$ cat config.mk
export PLATFORM = sky130hd
export DESIGN_NAME = sysray_ctrl
export DESIGN_NICKNAME = d
export VERILOG_FILES = /design/src/rtl/sysray_pkg.sv /design/src/rtl/sysray_skew.sv /design/src/rtl/sysray_ctrl.sv
export SDC_FILE = /design/constraint.sdc
export NUM_CORES = 1
export LEC_CHECK = 0
export ABC_AREA = 0
export ABC_CLOCK_PERIOD_IN_PS = 5400
export BUFFER_PORTS_ARGS = -buffer_cell sky130_fd_sc_hd__buf_2
export CORE_UTILIZATION = 55
export DETAILED_ROUTE_END_ITERATION = 7
export GPL_TIMING_DRIVEN = 0
export PLACE_DENSITY_LB_ADDON = 0.05
export SYNTH_ARGS = -nofsm -noshare
export SYNTH_HDL_FRONTEND = slang
export SYNTH_SLANG_ARGS = --single-unit
$ cat constraint.sdc
create_clock -name clk -period 5.4 [get_ports clk]
set_clock_uncertainty 0.05 [all_clocks]
set_input_delay 0.81 -clock clk [delete_from_list [all_inputs] [get_ports clk]]
set_output_delay 0.81 -clock clk [all_outputs]
set_load 0.01 [all_outputs]
$ cat src/rtl/sysray_pkg.sv
// Shared types and helpers for the sysray controller and its bench.
package sysray_pkg;

    localparam int unsigned DefaultN = 2;

    typedef enum logic [1:0] {
        StIdle   = 2'd0,
        StLoadW  = 2'd1,
        StStream = 2'd2,
        StDone   = 2'd3
    } sysray_state_e;

    // Cycles spent in STREAM: last result of the last column leaves the array bottom.
    function automatic int unsigned stream_len(input int unsigned m, input int unsigned n,
                                               input int unsigned pe_lat);
        return m + 2 * n - 2 + pe_lat;
    endfunction

endpackage

$ cat src/rtl/sysray_skew.sv
// Combinational skew generator: per-row input valids/addresses and per-column result
// valids as a function of the stream counter t and the tile row count M.
module sysray_skew
    import sysray_pkg::*;
#(
    parameter int unsigned N      = DefaultN,
    parameter int unsigned ADDR_W = 8,
    parameter int unsigned PE_LAT = 1,
    localparam int unsigned CntW  = ADDR_W + 2
) (
    input  logic                  en_i,
    input  logic [CntW-1:0]       t_i,
    input  logic [ADDR_W-1:0]     m_i,
    output logic [N-1:0]          x_valid_o,
    output logic [N*ADDR_W-1:0]   x_addr_o,
    output logic [N-1:0]          y_valid_o
);

    logic [31:0] t_ext;
    logic [31:0] m_ext;

    // Row i is fed t-i at stream step t; column j drains N-1+PE_LAT+j steps later.
    always_comb begin
        x_valid_o = '0;
        x_addr_o  = '0;
        y_valid_o = '0;
        t_ext     = 32'(t_i);
        m_ext     = 32'(m_i);
        for (int unsigned i = 0; i < N; i++) begin
            // Lower bound checked first so t-i is only formed when t >= i.
            if (en_i && t_ext >= i && t_ext < m_ext + i) begin
                x_valid_o[i]                 = 1'b1;
                x_addr_o[i*ADDR_W +: ADDR_W] = ADDR_W'(t_ext - i);
            end
            if (en_i && t_ext >= N - 1 + PE_LAT + i && t_ext < m_ext + N - 1 + PE_LAT + i) begin
                y_valid_o[i] = 1'b1;
            end
        end
    end

endmodule

$ cat src/rtl/sysray_ctrl.sv
// Sequencer for the weight-stationary sysray array: LOAD_W then STREAM per tile.
// Optional busy-cycle counter enabled by defining SYSRAY_CTRL_PERF_EN.
module sysray_ctrl
    import sysray_pkg::*;
#(
    parameter int unsigned N      = DefaultN,
    parameter int unsigned ADDR_W = 8,
    parameter int unsigned PE_LAT = 1
) (
    input  logic                  clk,
    input  logic                  rst,
    input  logic                  start_i,
    input  logic                  keep_w_i,
    input  logic [ADDR_W-1:0]     num_rows_i,
    output logic                  busy_o,
    output logic                  done_o,
    output logic                  w_rd_en_o,
    output logic [$clog2(N)-1:0]  w_rd_addr_o,
    output logic [N-1:0]          w_valid_o,
    output logic [N-1:0]          x_rd_en_o,
    output logic [N*ADDR_W-1:0]   x_rd_addr_o,
    output logic [N-1:0]          x_valid_o,
    output logic [N-1:0]          y_valid_o
`ifdef SYSRAY_CTRL_PERF_EN
    ,
    output logic [31:0]           perf_busy_cycles_o
`endif
);

    localparam int unsigned CntW   = ADDR_W + 2;
    localparam int unsigned WAddrW = $clog2(N);

    sysray_state_e     state_q, state_d;
    logic [CntW-1:0]   cnt_q, cnt_d;
    logic [ADDR_W-1:0] m_q, m_d;
    logic              w_loaded_q, w_loaded_d;
    logic [CntW-1:0]   stream_last;

    logic                busy_d, done_d, w_rd_en_d;
    logic [WAddrW-1:0]   w_rd_addr_d;
    logic [N-1:0]        w_valid_d, x_valid_d, y_valid_d;
    logic [N*ADDR_W-1:0] x_addr_d;

    assign stream_last = CntW'(stream_len(32'(m_q), N, PE_LAT) - 1);

    // Next-state, counter and resident-weight tracking.
    always_comb begin
        state_d    = state_q;
        cnt_d      = cnt_q;
        m_d        = m_q;
        w_loaded_d = w_loaded_q;
        unique case (state_q)
            StIdle: begin
                if (start_i) begin
                    m_d   = num_rows_i;
                    cnt_d = '0;
                    if (!keep_w_i) begin
                        w_loaded_d = 1'b0;
                    end
                    if (num_rows_i == '0) begin
                        state_d = StDone;
                    end else if (keep_w_i && w_loaded_q) begin
                        state_d = StStream;
                    end else begin
                        state_d = StLoadW;
                    end
                end
            end
            StLoadW: begin
                if (cnt_q == CntW'(N - 1)) begin
                    state_d    = StStream;
                    cnt_d      = '0;
                    w_loaded_d = 1'b1;
                end else begin
                    cnt_d = cnt_q + 1'b1;
                end
            end
            StStream: begin
                if (cnt_q == stream_last) begin
                    state_d = StDone;
                    cnt_d   = '0;
                end else begin
                    cnt_d = cnt_q + 1'b1;
                end
            end
            StDone: begin
                state_d = StIdle;
            end
            default: begin
                state_d = StIdle;
            end
        endcase
    end

    // Outputs are decoded from the upcoming state so they can be registered without lag.
    always_comb begin
        busy_d      = (state_d != StIdle);
        done_d      = (state_d == StDone);
        w_rd_en_d   = (state_d == StLoadW);
        w_valid_d   = w_rd_en_d ? '1 : '0;
        w_rd_addr_d = w_rd_en_d ? WAddrW'(N - 1 - 32'(cnt_d)) : '0;
    end

    sysray_skew #(
        .N      (N),
        .ADDR_W (ADDR_W),
        .PE_LAT (PE_LAT)
    ) u_skew (
        .en_i      (state_d == StStream),
        .t_i       (cnt_d),
        .m_i       (m_d),
        .x_valid_o (x_valid_d),
        .x_addr_o  (x_addr_d),
        .y_valid_o (y_valid_d)
    );

    // Control state registers.
    always_ff @(posedge clk or posedge rst) begin
        if (rst) begin
            state_q    <= StIdle;
            cnt_q      <= '0;
            m_q        <= '0;
            w_loaded_q <= 1'b0;
        end else begin
            state_q    <= state_d;
            cnt_q      <= cnt_d;
            m_q        <= m_d;
            w_loaded_q <= w_loaded_d;
        end
    end

    // Output registers.
    always_ff @(posedge clk or posedge rst) begin
        if (rst) begin
            busy_o      <= 1'b0;
            done_o      <= 1'b0;
            w_rd_en_o   <= 1'b0;
            w_rd_addr_o <= '0;
            w_valid_o   <= '0;
            x_rd_en_o   <= '0;
            x_rd_addr_o <= '0;
            x_valid_o   <= '0;
            y_valid_o   <= '0;
        end else begin
            busy_o      <= busy_d;
            done_o      <= done_d;
            w_rd_en_o   <= w_rd_en_d;
            w_rd_addr_o <= w_rd_addr_d;
            w_valid_o   <= w_valid_d;
            x_rd_en_o   <= x_valid_d;
            x_rd_addr_o <= x_addr_d;
            x_valid_o   <= x_valid_d;
            y_valid_o   <= y_valid_d;
        end
    end

`ifdef SYSRAY_CTRL_PERF_EN
    logic [31:0] perf_q, perf_d;

    // Saturating busy-cycle count, restarted by each accepted start.
    always_comb begin
        perf_d = perf_q;
        if (state_q == StIdle && start_i) begin
            perf_d = '0;
        end else if (busy_o && perf_q != '1) begin
            perf_d = perf_q + 32'd1;
        end
    end

    // Perf counter register.
    always_ff @(posedge clk or posedge rst) begin
        if (rst) begin
            perf_q <= '0;
        end else begin
            perf_q <= perf_d;
        end
    end

    assign perf_busy_cycles_o = perf_q;
`endif

endmodule

Yosys cells after proc, flatten, opt, wreduce, memory -nomap -nowiden
Index checks and enable logic that the tools add are counted. W data, S select, Z words.

Output and inout port bits: 28. Input bits: 12. Bits in registers: 47.

Eq/ne operators: 11. Magnitude comparators: 7. $add $sub $neg: 12. Mux-type cells: 24. Reductions and logical operators: 13.

Operator list (count): $add A32 B1 Y32 const B (2); $lt A10 B32 Y1 (2); $mux W8 (4); $sub A32 B1 Y32 const B (1); $mux W10 (3); $pmux W10 S3 (1); $ge A10 B2 Y1 const B (2); $mux W2 (6); $add A10 B1 Y10 const B (1); $add A10 B2 Y10 const B (1); $eq A10 B1 Y1 const B (1); $eq A10 B10 Y1 (1); $ge A10 B1 Y1 const B (1); $lt A10 B8 Y1 (1); $lt A10 B9 Y1 (1); $sub A10 B2 Y10 const B (1); $sub A9 B2 Y10 const B (1); $add A8 B1 Y9 const B (1); $add A8 B2 Y9 const B (1); $add A8 B3 Y9 const B (1); $eq A2 B2 Y1 const B (4); $logic_and A1 B1 Y1 (8); $logic_not A8 Y1 (1); $mux W1 (8); other kinds (9) (13).

Depth between registers and ports, before layout
Word-level depth: 11. Depth in mapped cells: 18.

Modules after synthesis
Synthesis repeated with hierarchy kept, for this count alone.

Cell total of the unflattened synthesis: 410. Area total of the unflattened synthesis: 3824.9 um2.

Modules (own cells, without submodules): sysray_ctrl (times used 1, cells an instance 188, area each 2193.4 um2, sequential area each 1126.1 um2); sysray_skew (times used 1, cells an instance 222, area each 1631.6 um2, sequential area each 0.0 um2).

Least setup slack after synthesis
No wires, ideal clock.

Path kind: in2reg. Start: input start_i. End: register y_valid_o[1]. Path slack: 912 ps. Arrival time: 4334 ps. Cell stages on the path: 16. Path through: nor3b_2 -> buf_2 -> mux2i_1 -> inv_1 -> ha_1 -> and2_1 -> nand2_1 -> xnor2_1 -> inv_1 -> or4_1 -> o31a_1 -> ha_1 -> a21o_1 -> a21oi_1 -> o311ai_0 -> a221oi_1.

Word-level cells in the longest chain between the ends: 9. Elaborated cells on any way between the ends: 16. Classes of those cells: add/sub (4); order compare (2); eq/ne (1); mux (7); reduce/logical (2).

Ends and longest elaborated chain: from (decl) (line sysray_ctrl.sv:12) `input logic start_i,`; $mux W8 (line sysray_ctrl.sv:54) `if (start_i) begin`; $mux W8 (line sysray_ctrl.sv:52) `unique case (state_q)`; net m_d[1] (line sysray_ctrl.sv:35) `logic [ADDR_W-1:0] m_q, m_d;`; $add A8 B2 Y9 (line sysray_skew.sv:35) `if (en_i && t_ext >= N - 1 + PE_LAT + i && t_ext < m_ext + N - 1 + PE_LAT + i) begin`; $sub A32 B1 Y32 (line sysray_skew.sv:35); $add A32 B1 Y32 (2 in series) (line sysray_skew.sv:35); $lt A10 B32 Y1 (line sysray_skew.sv:35); $logic_and A1 B1 Y1 (line sysray_skew.sv:35); $mux W1 (line sysray_skew.sv:35); net u_skew.y_valid_o[1] (line sysray_skew.sv:16) `output logic [N-1:0] y_valid_o`; to (signal assigned) (line sysray_ctrl.sv:153) `y_valid_o <= y_valid_d;`; to (decl) (line sysray_ctrl.sv:23) `output logic [N-1:0] y_valid_o`.

The timed path passes the listed nets, and every way through them passes these cells. A chain may end at the register's enable or synchronous reset.

Worst setup path after layout
Start: register state_q[0]. End: register y_valid_o[1].

Word-level cells in the longest chain between the ends: 9. Elaborated cells on any way between the ends: 20. Classes of those cells: add/sub (4); order compare (2); eq/ne (4); mux (7); reduce/logical (3).

Ends and longest elaborated chain: from (decl) (line sysray_ctrl.sv:33) `sysray_state_e state_q, state_d;`; from (signal assigned) (line sysray_ctrl.sv:120) `state_q <= StIdle;`; from (signal assigned) (line sysray_ctrl.sv:125) `state_q <= state_d;`; $logic_not A2 Y1 (line sysray_ctrl.sv:52); $mux W8 (line sysray_ctrl.sv:52); net m_d[1] (line sysray_ctrl.sv:35); $add A8 B2 Y9 (line sysray_skew.sv:35); $sub A32 B1 Y32 (line sysray_skew.sv:35); $add A32 B1 Y32 (2 in series) (line sysray_skew.sv:35); $lt A10 B32 Y1 (line sysray_skew.sv:35); $logic_and A1 B1 Y1 (line sysray_skew.sv:35); $mux W1 (line sysray_skew.sv:35); net u_skew.y_valid_o[1] (line sysray_skew.sv:16).

The timed path passes the listed nets, and every way through them passes these cells.

==> flow_summary.json <==
{
  "grt_pass1_wl_um": 16090,
  "dp_worst_setup_slack_ns": -0.004167,
  "cts_tree": "yes",
  "reg2reg_to": "y_valid_o[1]",
  "port_buffers": 39,
  "final_cell_mix": "45 x dfrtp_1, 41 x buf_2, 36 x nand2_1, 34 x ha_1, 24 x nor2_1",
  "cts_made_buffers": 5,
  "fin_crit_ns": 4.931,
  "postSynthCellCount": 429,
  "drv_slew": 0,
  "dieArea_um2": 7168,
  "cts_max_level": 2,
  "synthDistinctLibCells": 66,
  "reg2reg_depth": 17,
  "via_count": 3465,
  "setup_violations": 0,
  "grtUsageTotal_pct": 28.80,
  "yosysSeqAreaShare_pct": 29.96,
  "hold_slack_ns": 0.4659,
  "rsz0062_at_grt": "no",
  "timing.rr.start": "state_q[0]",
  "min_path_type": "reg -> reg",
  "core-area_um2": 6459,
  "gp_congestion": 0.8928,
  "cts.sinks": 45,
  "critPathBufInv": 4,
  "fmax_mhz": 202.8,
  "first_pass_iters": 7,
  "required_ns": 5.55,
  "grt_max_degree": 25,
  "wire_per_inst_um": 17.89,
  "cts.path.max_buffers": 2,
  "worstPathArrival_ns": 5.08,
  "finalCritPeriodShare_pct": 91.32,
  "p_leak_nw": 1.918,
  "async_reset_ff_share_pct": 100.0,
  "antenna-diode-count": 0,
  "min_from": "w_loaded_q",
  "synthesis.nets": 475,
  "holdPathStages": 2,
  "ys_warn_count": 0,
  "fp.dieW_um": 84.67,
  "drt-initial-drc-count": 315,
  "start_util_pct": 58.19,
  "drc": 0,
  "slowest_stage": "or4_1",
  "syn_area_um2": 3759,
  "row_count": 29,
  "clk_pin_slew_ns": 0.10,
  "setup.worst_path.start_class": "flip-flop",
  "nets": 522,
  "drt-vias-per-instance": 6.255,
  "die_h_um": 84.67,
  "slew_headroom_pct": 37.71,
  "tightest_slew_ns": 0.9301,
  "ys_ff_latch": 45,
  "drv_cap": 0,
  "antenna_left": 0,
  "slowest_delay_ns": 0.53,
  "crit_family": "simple AND/OR/NAND/NOR gates",
  "ir_drop_uv": 431.0,
  "cp-end-kind": "flip-flop",
  "syn_area_per_cell_um2": 8.761,
  "setup_slack_ns": 0.4686,
  "wirelength_um": 9913,
  "path_max_fanout": 10,
  "post_cts_buffers": 0,
  "drive_above_1_share_pct": 14.05,
  "total_power_mw": 2.547,
  "cts_root_buffer": "clkbuf_8",
  "grt_pass1_vias": 3192,
  "finalHoldViolations": 0,
  "ff2ff_setup_slack_ns": 0.47,
  "dp_hpwl_um": 7670,
  "overflow": 0,
  "holdPathEnd": "w_loaded_q",
  "place_area_um2": 4078,
  "fin_area_um2": 4222,
  "layout_commonest_cell": "dfrtp_1",
  "nFillCells": 583,
  "synth-edff-count": 0,
  "antenna_found_initial": 0,
  "power.density_nw_per_um2": 603.3,
  "worstSetupPathType": "reg -> reg",
  "ys.flop_type": "dfrtp_1",
  "area_delta_synth_final_pct": 12.32,
  "status": "finished, final reports clean",
  "clock_latency_ns": 0.30,
  "pin_count": 40,
  "crit_chain": "clkbuf_1, nor3b_4, buf_2, mux2i_1, inv_1, ha_1, and2_1, nand2_1, xnor2_1, inv_1, or4_1, o31a_1, ha_1, a21o_1, a21oi_1, o311ai_0, a221oi_1"
}
-- area by class of cell --
cell class	count	area, um^2	share of cell area (%)
timing repair buffer	40	222.7	5.276
buffer	22	100.1	2.371
tap	77	96.34	2.282
clock inverter	3	68.82	1.630
sequential	45	1126	26.67
multi-input combinational	338	2449	58.00
inverter	24	90.09	2.134
clock buffer	5	68.82	1.630
-- layer usage --
metal	vias to the layer above	share of wire (%)	track usage (%)
met1	1627	44	38.33
met3	30	6.2	3.638
met4	0	2.8	9.861
met2	140	47	48.41
li1	1668	-	-
met5	-	0	0
-- worst max path at each step --
stage	from	to	cells after the start
6_report	state_q[0]	y_valid_o[1]	17
5_1_grt	state_q[0]	y_valid_o[1]	17
4_1_cts	state_q[0]	y_valid_o[1]	17
3_5_place_dp	start_i	y_valid_o[1]	17
3_3_place_gp	start_i	y_valid_o[1]	17
2_1_floorplan	start_i	y_valid_o[1]	16
-- Yosys cell counts, types with 5 or more instances --
| master | n | area share, % |
|---|---|---|
| a211oi_1 | 10 | 2.0 |
| nand3_1 | 15 | 2.0 |
| nor2b_1 | 11 | 1.8 |
| nand2_1 | 36 | 3.6 |
| a21oi_1 | 19 | 2.5 |
| xor2_1 | 11 | 2.6 |
| clkbuf_1 | 13 | 1.3 |
| nor2_1 | 24 | 2.4 |
| xnor2_1 | 23 | 5.4 |
| nand4_1 | 11 | 1.8 |
| ha_1 | 34 | 11 |
| o21ai_0 | 22 | 2.9 |
| and2_1 | 7 | 1.2 |
| mux2i_1 | 9 | 2.4 |
| inv_1 | 22 | 2.2 |
| a31oi_1 | 8 | 1.3 |
| nor3_1 | 11 | 1.5 |
| dfrtp_1 | 45 | 30 |
| or3_1 | 5 | 0.83 |
-- repair_timing --
action                                  in CTS  in global routing
hold buffers                                 0                  0
resized for setup                            0                  1
endpoints found under the setup margin       0                  1
-- logic make-up (layout without fill, tap and decap cells) --
logic type,Yosys count,in the layout,synth area share (%)
buffers and inverters,46,94,5.060
AND/OR/NAND/NOR,142,142,19.67
flip-flops,45,45,29.96
XOR/XNOR,34,34,7.923
multiplexers,10,10,2.696
adder cells (fa/ha/maj),38,38,12.38
other,1,1,0.09977
AO/OA/AOI/OAI,113,113,22.20
-- worst min-delay path: cells and delay by family (launching register included) --
kind,cells,cell delay (ns)
compound gates,2,0.13
flops,1,0.35
-- registers in the layout, summed over array words and instances, names as in the netlist --
name         flops
busy_o           1
cnt_q           10
done_o           1
m_q              8
state_q          2
w_loaded_q       1
w_rd_addr_o      1
w_valid_o        1
x_rd_addr_o     16
x_valid_o        2
y_valid_o        2
-- report_power, final --
part | leakage, nW | internal (mW) | switching, mW
Combinational | 1.26 | 0.626 | 1.08
Sequential | 0.593 | 0.441 | 0.0916
Clock | 0.0687 | 0.186 | 0.126
Total | 1.92 | 1.25 | 1.29
-- stage by stage --
stage                     utilization (%)  std cells  setup TNS [ns]
after floorplan                         -        429               0
after global placement              62.71        545               0
after detailed placement            63.13        546       -0.004167
after CTS                           65.27        554               0
after global routing                65.36        554               0
final                               65.36        554               0
Note: power is estimated with default switching activity, not from simulation.
